--- config.mk ---
export PLATFORM = sky130hd
export DESIGN_NAME = mux16_rr_arbiter
export DESIGN_NICKNAME = d
export VERILOG_FILES = /design/src/rtl/mux16_rr_arbiter.sv
export SDC_FILE = /design/constraint.sdc
export NUM_CORES = 1
export LEC_CHECK = 0
export CORE_UTILIZATION = 44
export CTS_CLUSTER_DIAMETER = 40
export DETAILED_ROUTE_END_ITERATION = 7
export PLACE_DENSITY_LB_ADDON = 0.05
export RECOVER_POWER = 50
export SKIP_LAST_GASP = 1
export SYNTH_ARGS = -nofsm -noshare
export SYNTH_HDL_FRONTEND = slang
export SYNTH_SLANG_ARGS = --single-unit
--- constraint.sdc ---
create_clock -name clk -period 6.5 [get_ports clk]
set_clock_uncertainty 0.1 [all_clocks]
set_input_delay 0.65 -clock clk [delete_from_list [all_inputs] [get_ports clk]]
set_output_delay 0.65 -clock clk [all_outputs]
set_load 0.005 [all_outputs]
--- src/rtl/mux16_rr_arbiter.sv ---
// mux16_rr_arbiter: round-robin packet arbiter driving a shared 16:1 mux select
module mux16_rr_arbiter #(
  parameter int DATA_W = 8,
  parameter int NUM_REQ = 16
) (
  input  logic                      clk,
  input  logic                      rst_n,
  input  logic [NUM_REQ-1:0]        req_valid,
  input  logic [NUM_REQ*DATA_W-1:0] req_data,
  input  logic [NUM_REQ-1:0]        req_last,
  output logic [NUM_REQ-1:0]        req_ready,
  output logic                      out_valid,
  output logic [DATA_W-1:0]         out_data,
  output logic                      out_last,
  input  logic                      out_ready,
  output logic [3:0]                sel,
  output logic [NUM_REQ-1:0]        grant,
  output logic                      busy
);
  typedef enum logic {IDLE, LOCKED} state_t;
  state_t state;
  logic [3:0] ptr, arb_ptr, win;
  logic [NUM_REQ-1:0] rot;
  logic found, done;
  assign busy = state == LOCKED;
  assign arb_ptr = busy ? sel + 4'd1 : ptr;
  assign rot = NUM_REQ'({req_valid, req_valid} >> arb_ptr);
  assign found = |req_valid;
  always_comb begin
    win = arb_ptr;
    for (int i = NUM_REQ - 1; i >= 0; i--) win = rot[i] ? arb_ptr + 4'(i) : win;
  end
  assign out_valid = busy & req_valid[sel];
  assign out_data = req_data[sel*DATA_W +: DATA_W];
  assign out_last = req_last[sel];
  assign req_ready = busy & out_ready ? NUM_REQ'(1) << sel : '0;
  assign done = out_valid & out_ready & out_last;
  always_ff @(posedge clk) begin
    if (!rst_n) begin
      state <= IDLE;
      sel <= '0;
      grant <= '0;
      ptr <= '0;
    end else if (!busy || done) begin
      ptr <= busy ? sel + 4'd1 : ptr;
      state <= found ? LOCKED : IDLE;
      sel <= found ? win : sel;
      grant <= found ? NUM_REQ'(1) << win : '0;
    end
  end
endmodule

==> impl_metrics.json <==
{
  "reg2reg_depth": 12,
  "cts_root_buf": "clkbuf_8",
  "syn_inst": 480,
  "async_flop_share_pct": 0,
  "syn_area_per_cell_sq_um": 9.91,
  "layout_commonest_cell": "clkdlybuf4s50_1",
  "cts_sinks": 25,
  "worst_pin_slew_ns": 1.06,
  "port_buffers": 209,
  "startpoint": "sel[0]",
  "relSlewSlack_pct": 27.4,
  "finalSetupTns_ns": 0,
  "layout_common_cells": "clkdlybuf4s50_1 (179), mux4_2 (70), nor2_1 (42), nand2_1 (33), dlygate4sd3_1 (30)",
  "hp-class": "reg -> reg",
  "first_global_vias": 5249,
  "antenna_found_initial": 1,
  "overflow": 0,
  "drt_iter0_drc": 565,
  "synthFlopType": "dfxtp_1",
  "setup_viol": 0,
  "layout_min_cycle_time_ns": 5.01,
  "die_area_sq_um": 11200,
  "ys_ff_latch": 25,
  "drive_gt1_share_pct": 18.8,
  "slew_viol_final": 0,
  "synth_edf_count": 0,
  "fmax_mhz": 200,
  "rrSetupSlack_ns": 1.49,
  "outcome": "finished clean",
  "cts_max_level": 1,
  "vdd_ir_drop_max_uv": 206,
  "cts_tree": "built",
  "grt_pass1_wl_mm": 29.7,
  "hold_viol": 0,
  "clk_pin_slew_worst_paths_ns": 0.09,
  "area_growth_pct": 45.3,
  "place_congestion": 0.996,
  "numCtsBuffers": 3,
  "cap_violations": 0,
  "route.met3.wl_mm": 1.66,
  "via_count": 5248,
  "clock_latency_ns": 0.27,
  "cp-end-kind": "register",
  "synth-seq-area-share_pct": 10.5,
  "synth_cell_type_count": 73,
  "die_h_microns": 106,
  "worstSetupPathType": "reg -> reg",
  "ctsHoldBuffers": 0,
  "holdPathStages": 1,
  "timing.rr.end": "grant[3]",
  "yosysWarningCount": 0,
  "clockBufferDepth": 2,
  "die_x_microns": 106,
  "powerDensity_nw_per_um2": 362,
  "wirelength_mm": 19.0,
  "layout.cells.non_filler": 794,
  "dr.max_layer_used": "met5",
  "post_cts_buffers": 0,
  "nNetsFinal": 830,
  "ioPinCount": 210,
  "cp_data_arrival_time_ns": 5.07,
  "min_to": "grant[2]",
  "dp_hpwl_mm": 14.8,
  "core_region_area_sq_um": 10400,
  "worst_setup_path_start_kind": "register",
  "r2r_start": "sel[0]",
  "wl_met1_mm": 7.55,
  "fin_crit_sh_pct": 77.0,
  "drc": 0,
  "place_inst": 790,
  "grt_max_degree": 45,
  "grt_usage_pct": 34.1,
  "cts_resized": 0,
  "start_util_pct": 45.7,
  "rsz0062_at_grt": "false",
  "syn-num-nets": 651,
  "vias_per_cell": 6.61,
  "ant_nets": 0,
  "hold_start": "grant[2]",
  "met2_length_mm": 9.41,
  "first_pass_iters": 6,
  "p_leak_nw": 2.47,
  "row_count": 37,
  "avgRoutedWirePerCell_microns": 23.9,
  "cp.required_ns": 6.57,
  "synth.cell_area_sq_um": 4760,
  "crit_path_max_fanout": 44,
  "antenna_cells": 0
}
[how the worst max path moves through the flow]
stage,to,slack [ns],cells past startpoint
after global placement,grant[2],1.69,12
after CTS,grant[3],1.60,12
after detailed placement,grant[3],1.60,12
after global routing,grant[3],1.19,12
final,grant[3],1.49,12
after floorplan,grant[14],1.90,17
[layer usage]
| layer | GRT usage, % | vias up |
|---|---|---|
| met5 | 0 | - |
| met3 | 5.95 | 33 |
| met4 | 6.85 | 2 |
| met1 | 44.1 | 2553 |
| li1 | - | 2314 |
| met2 | 59.7 | 346 |
[cell usage after synthesis (all sizes together), types with 10 or more instances]
cell / instances / share of area [%]
a21oi: 19 / 2.4
nor2: 44 / 3.8
buf: 24 / 3.1
mux4: 70 / 33
clkbuf: 20 / 1.6
mux2: 10 / 2.4
o21ai: 24 / 2.7
a32o: 16 / 3.4
o211ai: 19 / 3.2
nand3: 16 / 1.7
nand2: 34 / 2.7
dfxtp: 25 / 11
mux2i: 32 / 8.5
[logic make-up after synthesis]
logic type,after synthesis,share of synthesized area (%)
AND/OR/NAND/NOR,141,14.6
AO/OA/AOI/OAI,134,21.9
multiplexers,112,44.1
buffers and inverters,53,5.47
flip-flops,25,10.5
adder cells (fa/ha/maj),8,2.10
XOR/XNOR,7,1.29
[sequential cells by signal, summed over array words and instances (netlist names)]
| name | flops |
|---|---|
| grant | 16 |
| ptr | 4 |
| sel | 4 |
| busy | 1 |
[where the power goes]
part | internal [mW] | total [mW] | switching [mW]
combinational | 1.00 | 2.18 | 1.17
clock | 0.0434 | 0.0945 | 0.0511
sequential | 0.192 | 0.230 | 0.0383
total | 1.24 | 2.50 | 1.26
[area by class of cell]
class / instances / area, sq um
multi-input cells: 402 / 4000
fillers: 863 / 3500
repair buffers: 218 / 2150
flip-flops and latches: 25 / 502
well taps: 136 / 170
clock buffers: 3 / 41.3
inverters: 9 / 36.3
clock inverters: 1 / 7.51
[worst max-delay path, stage by stage (launching register included)]
cell	delay, ns
dfxtp_1	0.41
buf_4	0.62
nand2b_1	0.19
and2_4	0.42
mux4_2	0.59
mux2i_1	0.85
mux2_2	0.40
mux2i_1	0.20
a221oi_1	0.12
o31ai_1	0.36
o21ai_2	0.15
and2_1	0.20
a32o_1	0.27
[metrics by stage]
stage	utilization [%]	hold slack, ns	power, mW	area [sq um]	worst slack, ns
after global placement	66.0	0.355	2.35	6870	1.69
after detailed placement	66.0	0.366	2.38	6870	1.60
final	66.4	0.378	2.50	6910	1.49
after global routing	66.4	0.403	2.65	6910	1.19
after floorplan	-	0.366	1.75	4760	1.90
after CTS	66.4	0.390	2.48	6920	1.60
Power figures use the tool's default switching activity.
